===== src/rtl/fp_issue_ctrl_if.sv =====
// Handshake bundle between EX-stage pipeline, the FP issue sequencer and falu.
// The slave modport is the sequencer's view; master is the pipeline/falu side.
interface fp_issue_ctrl_if #(
  parameter int WIDTH = 32,
  parameter int FLAGW = 5,
  parameter int CNTW  = 16
);
  logic             fp_req;
  logic [1:0]       op_code_in;
  logic [WIDTH-1:0] op_a_in;
  logic [WIDTH-1:0] op_b_in;
  logic             kill;
  logic             flags_clr;
  logic             falu_start;
  logic [WIDTH-1:0] falu_op_a;
  logic [WIDTH-1:0] falu_op_b;
  logic [1:0]       falu_op_code;
  logic             falu_valid;
  logic [WIDTH-1:0] falu_result;
  logic [FLAGW-1:0] falu_flags;
  logic             fp_stall;
  logic             fp_done;
  logic [WIDTH-1:0] fp_result;
  logic [FLAGW-1:0] fp_flags_sticky;
  logic             fp_timeout;
  logic             busy;
  logic [CNTW-1:0]  op_count;

  modport slave (
    input  fp_req, op_code_in, op_a_in, op_b_in, kill, flags_clr,
           falu_valid, falu_result, falu_flags,
    output falu_start, falu_op_a, falu_op_b, falu_op_code, fp_stall, fp_done,
           fp_result, fp_flags_sticky, fp_timeout, busy, op_count
  );

  modport master (
    output fp_req, op_code_in, op_a_in, op_b_in, kill, flags_clr,
           falu_valid, falu_result, falu_flags,
    input  falu_start, falu_op_a, falu_op_b, falu_op_code, fp_stall, fp_done,
           fp_result, fp_flags_sticky, fp_timeout, busy, op_count
  );
endinterface


===== src/rtl/fp_issue_ctrl.sv =====
// EX-stage sequencer for the multi-cycle falu: capture, start pulse, stall,
// result/flag return, kill-drain and timeout handling.
module fp_issue_ctrl #(
  parameter int WIDTH   = 32,
  parameter int FLAGW   = 5,
  parameter int TIMEOUT = 64,
  parameter int CNTW    = 16
) (
  input logic           clk,
  input logic           reset,
  fp_issue_ctrl_if.slave bus
);
  typedef enum logic [2:0] {IDLE, ISSUE, WAIT, DONE, DRAIN} state_t;

  // One spare bit so a kill taken at the last WAIT cycle cannot wrap in DRAIN.
  localparam int TW = $clog2(TIMEOUT) + 1;
  localparam logic [TW-1:0]    TLAST = TW'(TIMEOUT - 1);
  localparam logic [FLAGW-1:0] NV    = FLAGW'(1) << (FLAGW - 1);
  localparam logic [WIDTH-1:0] QNAN  = WIDTH'(32'h7FC0_0000);

  state_t           state, nxt;
  logic [TW-1:0]    timer;
  logic [WIDTH-1:0] op_a, op_b, result;
  logic [1:0]       op_code;
  logic [FLAGW-1:0] sticky, sticky_base;
  logic             tmo_err;
  logic [CNTW-1:0]  count;
  logic             capture, wait_load, wait_tmo, drain_tmo, expired;

  assign expired   = (timer >= TLAST);
  assign capture   = (state == IDLE) && bus.fp_req && !bus.kill;
  assign wait_load = (state == WAIT) && bus.falu_valid;
  assign wait_tmo  = (state == WAIT) && !bus.falu_valid && !bus.kill && expired;
  assign drain_tmo = (state == DRAIN) && !bus.falu_valid && expired;

  always_ff @(posedge clk or negedge reset) begin
    if (!reset) state <= IDLE;
    else        state <= nxt;
  end

  always_comb begin
    nxt = state;
    case (state)
      IDLE:  if (capture) nxt = ISSUE;
      ISSUE: nxt = bus.kill ? DRAIN : WAIT;
      WAIT: begin
        if (bus.falu_valid)  nxt = DONE;
        else if (bus.kill)   nxt = DRAIN;
        else if (expired)    nxt = DONE;
      end
      DONE:  nxt = IDLE;
      DRAIN: if (bus.falu_valid || expired) nxt = IDLE;
      default: nxt = IDLE;
    endcase
  end

  // Stall is gated by reset so every output reads 0 while reset is held.
  always_comb begin
    bus.falu_start = (state == ISSUE);
    bus.fp_done    = (state == DONE);
    bus.busy       = (state != IDLE);
    bus.fp_stall   = reset && (capture || (state == ISSUE) || (state == WAIT) ||
                               ((state == DRAIN) && bus.fp_req));
  end

  always_ff @(posedge clk or negedge reset) begin
    if (!reset) begin
      timer   <= '0;
      op_a    <= '0;
      op_b    <= '0;
      op_code <= '0;
    end else begin
      if (state == ISSUE)                         timer <= '0;
      else if (state == WAIT || state == DRAIN)   timer <= timer + 1'b1;
      if (capture) begin
        op_a    <= bus.op_a_in;
        op_b    <= bus.op_b_in;
        op_code <= bus.op_code_in;
      end
    end
  end

  // A clear coinciding with a result load keeps only the new flags.
  assign sticky_base = bus.flags_clr ? '0 : sticky;

  always_ff @(posedge clk or negedge reset) begin
    if (!reset) begin
      result  <= '0;
      sticky  <= '0;
      tmo_err <= 1'b0;
      count   <= '0;
    end else begin
      if (wait_load)     result <= bus.falu_result;
      else if (wait_tmo) result <= QNAN;

      if (wait_load)     sticky <= sticky_base | bus.falu_flags;
      else if (wait_tmo) sticky <= sticky_base | NV;
      else               sticky <= sticky_base;

      if (wait_tmo || drain_tmo) tmo_err <= 1'b1;
      else if (bus.flags_clr)    tmo_err <= 1'b0;

      if (state == DONE) count <= count + 1'b1;
    end
  end

  assign bus.falu_op_a       = op_a;
  assign bus.falu_op_b       = op_b;
  assign bus.falu_op_code    = op_code;
  assign bus.fp_result       = result;
  assign bus.fp_flags_sticky = sticky;
  assign bus.fp_timeout      = tmo_err;
  assign bus.op_count        = count;
endmodule


===== src/flat_wrapper.sv =====
// flat-port wrapper written by rule: the top's interface ports become plain ports
module fp_issue_ctrl_flat 
#(
  parameter int WIDTH   = 32,
  parameter int FLAGW   = 5,
  parameter int TIMEOUT = 64,
  parameter int CNTW    = 16
)
  (clk, reset, bus_fp_req, bus_op_code_in, bus_op_a_in, bus_op_b_in, bus_kill, bus_flags_clr, bus_falu_valid, bus_falu_result, bus_falu_flags, bus_falu_start, bus_falu_op_a, bus_falu_op_b, bus_falu_op_code, bus_fp_stall, bus_fp_done, bus_fp_result, bus_fp_flags_sticky, bus_fp_timeout, bus_busy, bus_op_count);
  fp_issue_ctrl_if #(.WIDTH(WIDTH), .FLAGW(FLAGW), .CNTW(CNTW)) bus_i ();
  input logic clk;
  input logic reset;
  input wire logic [$bits(bus_i.fp_req)-1:0] bus_fp_req;
  input wire logic [$bits(bus_i.op_code_in)-1:0] bus_op_code_in;
  input wire logic [$bits(bus_i.op_a_in)-1:0] bus_op_a_in;
  input wire logic [$bits(bus_i.op_b_in)-1:0] bus_op_b_in;
  input wire logic [$bits(bus_i.kill)-1:0] bus_kill;
  input wire logic [$bits(bus_i.flags_clr)-1:0] bus_flags_clr;
  input wire logic [$bits(bus_i.falu_valid)-1:0] bus_falu_valid;
  input wire logic [$bits(bus_i.falu_result)-1:0] bus_falu_result;
  input wire logic [$bits(bus_i.falu_flags)-1:0] bus_falu_flags;
  output wire logic [$bits(bus_i.falu_start)-1:0] bus_falu_start;
  output wire logic [$bits(bus_i.falu_op_a)-1:0] bus_falu_op_a;
  output wire logic [$bits(bus_i.falu_op_b)-1:0] bus_falu_op_b;
  output wire logic [$bits(bus_i.falu_op_code)-1:0] bus_falu_op_code;
  output wire logic [$bits(bus_i.fp_stall)-1:0] bus_fp_stall;
  output wire logic [$bits(bus_i.fp_done)-1:0] bus_fp_done;
  output wire logic [$bits(bus_i.fp_result)-1:0] bus_fp_result;
  output wire logic [$bits(bus_i.fp_flags_sticky)-1:0] bus_fp_flags_sticky;
  output wire logic [$bits(bus_i.fp_timeout)-1:0] bus_fp_timeout;
  output wire logic [$bits(bus_i.busy)-1:0] bus_busy;
  output wire logic [$bits(bus_i.op_count)-1:0] bus_op_count;
  assign bus_i.fp_req = bus_fp_req;
  assign bus_i.op_code_in = bus_op_code_in;
  assign bus_i.op_a_in = bus_op_a_in;
  assign bus_i.op_b_in = bus_op_b_in;
  assign bus_i.kill = bus_kill;
  assign bus_i.flags_clr = bus_flags_clr;
  assign bus_i.falu_valid = bus_falu_valid;
  assign bus_i.falu_result = bus_falu_result;
  assign bus_i.falu_flags = bus_falu_flags;
  assign bus_falu_start = bus_i.falu_start;
  assign bus_falu_op_a = bus_i.falu_op_a;
  assign bus_falu_op_b = bus_i.falu_op_b;
  assign bus_falu_op_code = bus_i.falu_op_code;
  assign bus_fp_stall = bus_i.fp_stall;
  assign bus_fp_done = bus_i.fp_done;
  assign bus_fp_result = bus_i.fp_result;
  assign bus_fp_flags_sticky = bus_i.fp_flags_sticky;
  assign bus_fp_timeout = bus_i.fp_timeout;
  assign bus_busy = bus_i.busy;
  assign bus_op_count = bus_i.op_count;
  fp_issue_ctrl #(.WIDTH(WIDTH), .FLAGW(FLAGW), .TIMEOUT(TIMEOUT), .CNTW(CNTW)) u_core (.clk(clk), .reset(reset), .bus(bus_i));
endmodule

===== config.mk =====
export PLATFORM = sky130hd
export DESIGN_NAME = fp_issue_ctrl_flat
export DESIGN_NICKNAME = d
export VERILOG_FILES = /design/src/rtl/fp_issue_ctrl_if.sv /design/src/rtl/fp_issue_ctrl.sv /design/src/flat_wrapper.sv
export SDC_FILE = /design/constraint.sdc
export NUM_CORES = 1
export LEC_CHECK = 0
export BUFFER_PORTS_ARGS = -buffer_cell sky130_fd_sc_hd__buf_2
export CAP_MARGIN = 20
export CORE_MARGIN = 5
export CORE_UTILIZATION = 52
export DETAILED_ROUTE_END_ITERATION = 12
export HOLD_SLACK_MARGIN = 0.02
export PLACE_DENSITY_LB_ADDON = 0.08
export RECOVER_POWER = 100
export SLEW_MARGIN = 20
export SYNTH_ARGS = -nofsm -noshare
export SYNTH_HDL_FRONTEND = slang
export SYNTH_SLANG_ARGS = --single-unit

===== constraint.sdc =====
create_clock -name clk -period 4.1 [get_ports clk]
set_clock_uncertainty 0.1 [all_clocks]
set_input_delay 1.23 -clock clk [delete_from_list [all_inputs] [get_ports clk]]
set_output_delay 1.23 -clock clk [all_outputs]
set_load 0.01 [all_outputs]

After elaboration in Yosys (flattened, before gate mapping)
Cells that the tools add are included.

Register bits: 130. Bits of input ports: 109. Output and inout port bits: 124. Logic and storage cells: 60.

$add $sub $neg: 2. Order comparisons: 1. Equality and inequality tests: 7. Muxes and demuxes: 16. Bitwise logic cells: 1. Reduce and logical (&&, ||, !) cells: 24.

Operators by type and width (number): two-way mux 32 bit (2); two-way mux 3 bit (6); adder 16 x 1 -> 16 bit (second input constant) (1); two-way mux 5 bit (3); two-way mux 7 bit (2); case mux 3 bit (4 select lines) (1); logical AND 1 bit (10); adder 7 x 1 -> 7 bit (second input constant) (1); greater-or-equal comparator 7 x 6 -> 1 bit (second input constant) (1); equality test 3 x 2 -> 1 bit (second input constant) (2); logical OR 1 bit (6); nonzero test 2 bit (3); OR 5 bit (1); != test 4 x 3 -> 1 bit (second input constant) (1); equality test 3 x 1 -> 1 bit (second input constant) (1); equality test 3 bit (second input constant) (1); logical NOT 3 bit (1); AND reduction 3 bit (1); nonzero test 3 bit (1); logical NOT 1 bit (2); two-way mux 1 bit (2); != test 2 x 1 -> 1 bit (second input constant) (1); != test 2 bit (second input constant) (1).

Logic depth before layout (Yosys ltp)
Gate-level depths: netlist of run 1.

Depth after elaboration: 7. Mapped depth: 7.

Worst setup path before layout of run 1
OpenSTA, ideal clock, no wires.

Kind: input -> output. Start point: input bus_kill. End point: output bus_fp_stall. Data arrival time: 1.678 ns. Required time: 2.770 ns. Slack: 1.092 ns. Stages on the path: 3. Cells stage by stage: nand2_1 a32o_1 and2_1.

Word-level cells in the longest chain between the ends: 6.

Ends and longest elaborated chain: start: declaration (RTL line flat_wrapper.sv:17) `input wire logic [$bits(bus_i.kill)-1:0] bus_kill;`; logical NOT 1 bit (RTL line fp_issue_ctrl.sv:31) `assign capture = (state == IDLE) && bus.fp_req && !bus.kill;`; logical AND 1 bit (RTL line fp_issue_ctrl.sv:31); logical OR 1 bit (3 in a row) (RTL line fp_issue_ctrl.sv:62) `bus.fp_stall = reset && (capture || (state == ISSUE) || (state == WAIT) ||`; logical AND 1 bit (RTL line fp_issue_ctrl.sv:62); end: declaration (RTL line flat_wrapper.sv:26) `output wire logic [$bits(bus_i.fp_stall)-1:0] bus_fp_stall;`.

No other way between the ends.

Worst setup path in the final report of run 1
Start point: register u_core.state[2]. End point: output bus_fp_stall.

Word-level cells in the longest chain between the ends: 7.

Ends and longest elaborated chain: start: declaration (RTL line fp_issue_ctrl.sv:21) `state_t state, nxt;`; start signal: assignment (RTL line fp_issue_ctrl.sv:38) `else state <= nxt;`; logical NOT 3 bit (RTL line fp_issue_ctrl.sv:31); logical AND 1 bit (2 in a row) (RTL line fp_issue_ctrl.sv:31); logical OR 1 bit (2 in a row) (RTL line fp_issue_ctrl.sv:62); logical OR 1 bit * (RTL line fp_issue_ctrl.sv:62); logical AND 1 bit * (RTL line fp_issue_ctrl.sv:62).

Every way passes the cells marked *; elsewhere a longest branch is shown, timed or not.

==> impl_metrics.toml, run 1 <==
[run_status]
status = "finished, violations left"
violations = "capacitance limit, slew limit"

[synth]
yosys_warnings = 0
ys_seq_elements = 130
ys_types = 50
ys.flop_type = "dfrtp_1"
avgSynthCellArea_sq_um = 14.2
syn_area_sq_um = 5520
synth_edf_count = 0
synth-seq-area-share = 0.589
netlist_instances = 390
synthArstFlopShare = 1.00
synth.net_count = 501

[floorplanning]
die_h_um = 113
core_area_sq_um = 10300
ios = 233
start_util = 0.535
die_area_sq_um = 12800
rows = 37
die_w_um = 113

[timing]
drv_slew = 66
setup_viol = 0
tns_ns = 0
period_share = 0.846
rsz0062_at_grt = "no"
hold_violations = 0
relSlewSlack = -0.0584
max_slew.worst_pin.slew_ns = 1.59
clock.fmax_mhz = 288
finalCriticalPeriod_ns = 3.47

[global_routing]
grt_max_degree = 67
antenna_found_initial = 0
grt-ovfl-total = 0
grt_pass1_vias = 4387
grt_usage = 0.238
grt_pass1_wl_um = 23600

[setup_path]
worst_setup_path_end_kind = "output port"
r2r-end = "u_core.bus.falu_op_b[31]"
cp.required_ns = 2.77
path_delay_family = "flip-flops"
setup.worst_path.start_class = "register"
critPathKind = "reg -> out"
cp_slowest_cell = "dfrtp_1"
cp_num_buf_inv = 2
reg2reg_depth = 4
path_cells = "inv_1 -> nand2_1 -> a32o_1 -> and2_1 -> clkbuf_1"
cp_max_fo = 23
ff2ff_setup_slack_ns = 0.97
critical_path_depth = 5
r2r_start = "u_core.state[2]"
crit_arrival_ns = 2.14
cpPeakStageDelay_ns = 0.74

[layout]
area_growth_pct = 26.1
stdcell_count = 775
final_nets = 737
fillers = 873
mostFrequentLayoutCell = "clkbuf_1"
insertedDiodeCount = 0
layout_common_cells = "clkbuf_1 (132), dfrtp_1 (130), buf_2 (106)"
drive_gt1_frac = 0.263

[route]
drc = 0
viasPerCell = 5.38
drt_iter0_drc = 255
ant_nets = 0
first_pass_iters = 4
routed_wl_um = 14700
wl_per_cell_um = 19.0
vias = 4173

[worst_hold_path]
worstHoldPathCells = 1
min_to = "u_core.bus.op_count[15]"
min_path_type = "reg -> reg"
min_from = "u_core.bus.op_count[15]"

[clocking]
clock-sinks = 130
cts_buffer_depth = 2
cts_tree = "yes"
clkTransAtPathRegs_ns = 0.06
clk_latency_ns = 0.53
cts_resized = 0
postCtsSetupRepairBufs = 0
cts_hold_buf = 0
cts_made_buffers = 17
root_buffer = "clkbuf_8"
htreeDepth = 4

[pwr]
ir_drop_v = 0.000426
power_density_nw_per_um2 = 769
p_total_mw = 5.36
power.leakage_nw = 3.24

[placed_design]
io_buffer_count = 232
gp_congestion = 0.856
dp_hpwl_um = 10600
dp_cells = 743

[run]
cap_violations = 1
## area by class of cell
type,count,area [sq um],share of cell area
clock buffer,22,453,0.0650
clock inverter,10,133,0.0190
multi-input combinational,236,1910,0.274
tap,136,170,0.0244
timing repair buffer,238,1030,0.149
inverter,3,11.3,0.00162
sequential,130,3250,0.467
## kinds of logic (layout without fill, tap and decap cells)
group	after synthesis	in the layout	share of synthesized area
fa+ha+maj	2	2	0.00453
mux	66	66	0.162
simple gates	72	72	0.0746
compound gates	78	78	0.109
flops	130	130	0.589
buf+inv	24	273	0.0320
xor+xnor	18	18	0.0286
## per-layer routing
layer,global-route usage,up-vias,part of all wire
li1,-,1896,-
met1,0.290,2050,0.39
met2,0.388,200,0.50
met3,0.0882,27,0.088
met4,0.0873,0,0.021
met5,0,-,0
## how the worst max path moves through the flow
| stage | start | end | slack, ns |
|---|---|---|---|
| after detailed placement | bus_kill | bus_fp_stall | 0.75 |
| final | u_core.state[2] | bus_fp_stall | 0.63 |
| after global routing | reset | u_core.bus.fp_result[21] | 0.30 |
| after global placement | bus_kill | bus_fp_stall | 0.78 |
| after CTS | u_core.state[2] | bus_fp_stall | 0.55 |
| after floorplan | bus_kill | bus_fp_stall | 1.09 |
## worst register-to-register path, delay by kind of cell (launching register included)
family / cells / cell delay, ns
muxes: 1 / 0.41
buffers and inverters: 1 / 0.59
DFF: 1 / 0.61
and+or+nand+nor: 2 / 1.30
## report_power, final
group | switching (mW) | internal [mW]
Clock | 0.547 | 0.954
Sequential | 0.360 | 1.81
Combinational | 0.941 | 0.742
Total | 1.85 | 3.51
## metrics by stage
stage	worst slack [ns]	util	cell area, sq um	hold WS [ns]
2_1_floorplan	1.09	-	5520	0.407
3_3_place_gp	0.782	0.653	6740	0.360
3_5_place_dp	0.747	0.653	6740	0.361
4_1_cts	0.548	0.710	7330	0.381
5_1_grt	0.297	0.675	6970	0.399
6_report	0.632	0.675	6970	0.384
## Yosys cell counts, types with 3 or more instances
cell type,number,area share
and4_1,3,0.0048
buf_6,9,0.018
dfrtp_1,130,0.59
o21ai_0,11,0.010
xor2_1,6,0.0095
nand2b_1,3,0.0034
xnor2_1,12,0.019
o22ai_1,3,0.0034
nand3_1,4,0.0036
and3_1,7,0.0079
a22o_1,27,0.043
mux2_2,26,0.053
mux2_4,40,0.11
nand4_1,5,0.0057
a21oi_1,10,0.0091
nand2_1,19,0.013
nor3_1,4,0.0036
a21o_1,3,0.0041
o22a_1,10,0.016
nor2b_1,5,0.0057
buf_4,3,0.0041
inv_1,3,0.0020
nor2_1,8,0.0054
buf_2,6,0.0054
clkbuf_1,3,0.0020
## state kept, by name (all words and copies together), names as in the netlist
| register | flops |
|---|---|
| u_core.bus.fp_result | 32 |
| u_core.timer | 7 |
| u_core.bus.fp_flags_sticky | 5 |
| u_core.bus.op_count | 16 |
| u_core.bus.falu_op_a | 32 |
| u_core.bus.falu_op_b | 32 |
| u_core.bus.falu_op_code | 2 |
| u_core.bus.fp_timeout | 1 |
| u_core.state | 3 |
Power figures use the tool's default switching activity.
==> inputs of run 2 (changes only) <==
- CORE_UTILIZATION: 52 -> 48
- clock period: 4.1 -> 3.3 ns (I/O delays scaled with it)
==> impl_metrics.toml, run 2 (synthesized netlist as in run 1, its figures left out) <==
[route]
ant_nets = 0
routed_wl_um = 14100
drt_iter0_drc = 245
viasPerCell = 5.23
drc = 0
first_pass_iters = 5
wl_per_cell_um = 18.0
vias = 4081

[setup_path]
path_cells = "nor2_2 -> and3_1 -> clkbuf_1 -> nor3_1 -> a221o_1"
crit_arrival_ns = 3.22
path_delay_family = "buffers and inverters"
r2r-end = "u_core.bus.fp_flags_sticky[4]"
cp_max_fo = 29
worst_setup_path_end_kind = "register"
critical_path_depth = 5
r2r_start = "u_core.state[0]"
setup.worst_path.start_class = "register"
ff2ff_setup_slack_ns = 0.28
cpPeakStageDelay_ns = 1.15
crit_path_start = "u_core.state[0]"
endpoint = "u_core.bus.fp_flags_sticky[4]"
cp_slowest_cell = "clkbuf_1"
critPathKind = "reg -> reg"
cp_num_buf_inv = 1
reg2reg_depth = 5
cp.required_ns = 3.50

[global_routing]
grt-ovfl-total = 0
use_met1 = 0.244
grt_usage = 0.205
grt_max_degree = 131
grt_busiest_layer = "met2"
grt_pass1_vias = 4115
use_met3 = 0.0864
grt_util_met2 = 0.329
grt_pass1_wl_um = 21100
antenna_found_initial = 0

[clocking]
clock-sinks = 130
cts_made_buffers = 17
clk_latency_ns = 0.42
cts_buffer_depth = 2
root_buffer = "clkbuf_16"
cts_tree = "yes"
postCtsSetupRepairBufs = 0
cts_resized = 0
htreeDepth = 4
cts_hold_buf = 0
clkTransAtPathRegs_ns = 0.06

[placed_design]
io_buffer_count = 232
dp_hpwl_um = 9850
gp_congestion = 0.796
dp_cells = 749
post-place-ws_ns = 0.430

[timing]
clock.fmax_mhz = 332
setup_viol = 0
fin_ws_ns = 0.284
period_share = 0.914
max_slew.worst_pin.slew_ns = 1.75
holdWs_ns = 0.380
hold_violations = 0
rsz0062_at_grt = "no"
relSlewSlack = -0.169
drv_slew = 228
tns_ns = 0
finalCriticalPeriod_ns = 3.02

[pwr]
power.internal_mw = 4.38
clkPwrFrac = 0.275
p_sw_frac = 0.338
power.leakage_nw = 3.27
p_sw_mw = 2.24
ir_drop_v = 0.000526
power_density_nw_per_um2 = 946
combinationalPowerShare = 0.323
power_frac_seq = 0.402

[layout]
ff_latch_area_sq_um = 3250
fillers = 982
drive_gt1_frac = 0.270
layout_common_cells = "clkbuf_1 (130), dfrtp_1 (130), buf_2 (109)"
multi_input_area_sq_um = 1940
stdcell_count = 780
final_nets = 736
area_growth_pct = 26.8
insertedDiodeCount = 0

[floorplanning]
start_util = 0.486
core_area_sq_um = 11400
rows = 39
die_w_um = 117
die_area_sq_um = 13700
ios = 233
die_h_um = 117

[run]
cap_violations = 3

[run_status]
status = "finished, violations left"
violations = "capacitance limit, slew limit"

[worst_hold_path]
min_path_type = "reg -> reg"
run 2: cell types whose count changed in the layout (fill, tap and decap cells not counted), sizes merged:
cell | previous run | this run
buf | 107 | 111
bufinv | 3 | 2
clkbuf | 153 | 152
clkinv | 4 | 3
clkinvlp | 3 | 0
run 2: how the worst min path moves through the flow:
stage	endpoint	cells after the start	start	slack, ns
6_report	u_core.bus.op_count[15]	1	u_core.bus.op_count[15]	0.38
5_1_grt	u_core.bus.fp_result[22]	1	u_core.bus.fp_result[22]	0.40
4_1_cts	u_core.bus.fp_result[22]	1	u_core.bus.fp_result[22]	0.38
3_5_place_dp	u_core.bus.op_count[15]	1	u_core.bus.op_count[15]	0.37
3_3_place_gp	u_core.bus.op_count[15]	1	u_core.bus.op_count[15]	0.36
2_1_floorplan	u_core.bus.op_count[15]	1	u_core.bus.op_count[15]	0.41
run 2: routing by layer:
layer	part of all wire	vias to the layer above
met3	0.11	16
met4	0.015	0
met2	0.49	184
li1	-	1889
met1	0.39	1992
met5	0	-
run 2: power by group through the flow:
| stage | Sequential, mW | Combinational, mW | Clock, mW |
|---|---|---|---|
| global placement | 2.62 | 2.56 | 0 |
| CTS | 2.66 | 2.61 | 1.86 |
| finish | 2.66 | 2.14 | 1.82 |
| detailed placement | 2.66 | 2.59 | 0 |
| global route | 2.75 | 2.37 | 1.93 |
| floorplan | 2.93 | 1.31 | 0 |
run 2: metrics by stage:
| step | cell area [sq um] | utilization | total power [mW] |
|---|---|---|---|
| 2_1_floorplan | 5520 | - | 4.24 |
| 5_1_grt | 7000 | 0.616 | 7.05 |
| 6_report | 7000 | 0.616 | 6.62 |
| 3_5_place_dp | 6770 | 0.595 | 5.26 |
| 3_3_place_gp | 6770 | 0.595 | 5.18 |
| 4_1_cts | 7340 | 0.646 | 7.13 |
run 2: cell type report:
| type | count | share of cell area |
|---|---|---|
| multi-input cells | 236 | 0.278 |
| clock buffers | 26 | 0.0713 |
| repair buffers | 237 | 0.148 |
| well taps | 143 | 0.0256 |
| clock inverters | 5 | 0.0107 |
| flip-flops and latches | 130 | 0.465 |
| inverters | 3 | 0.00161 |
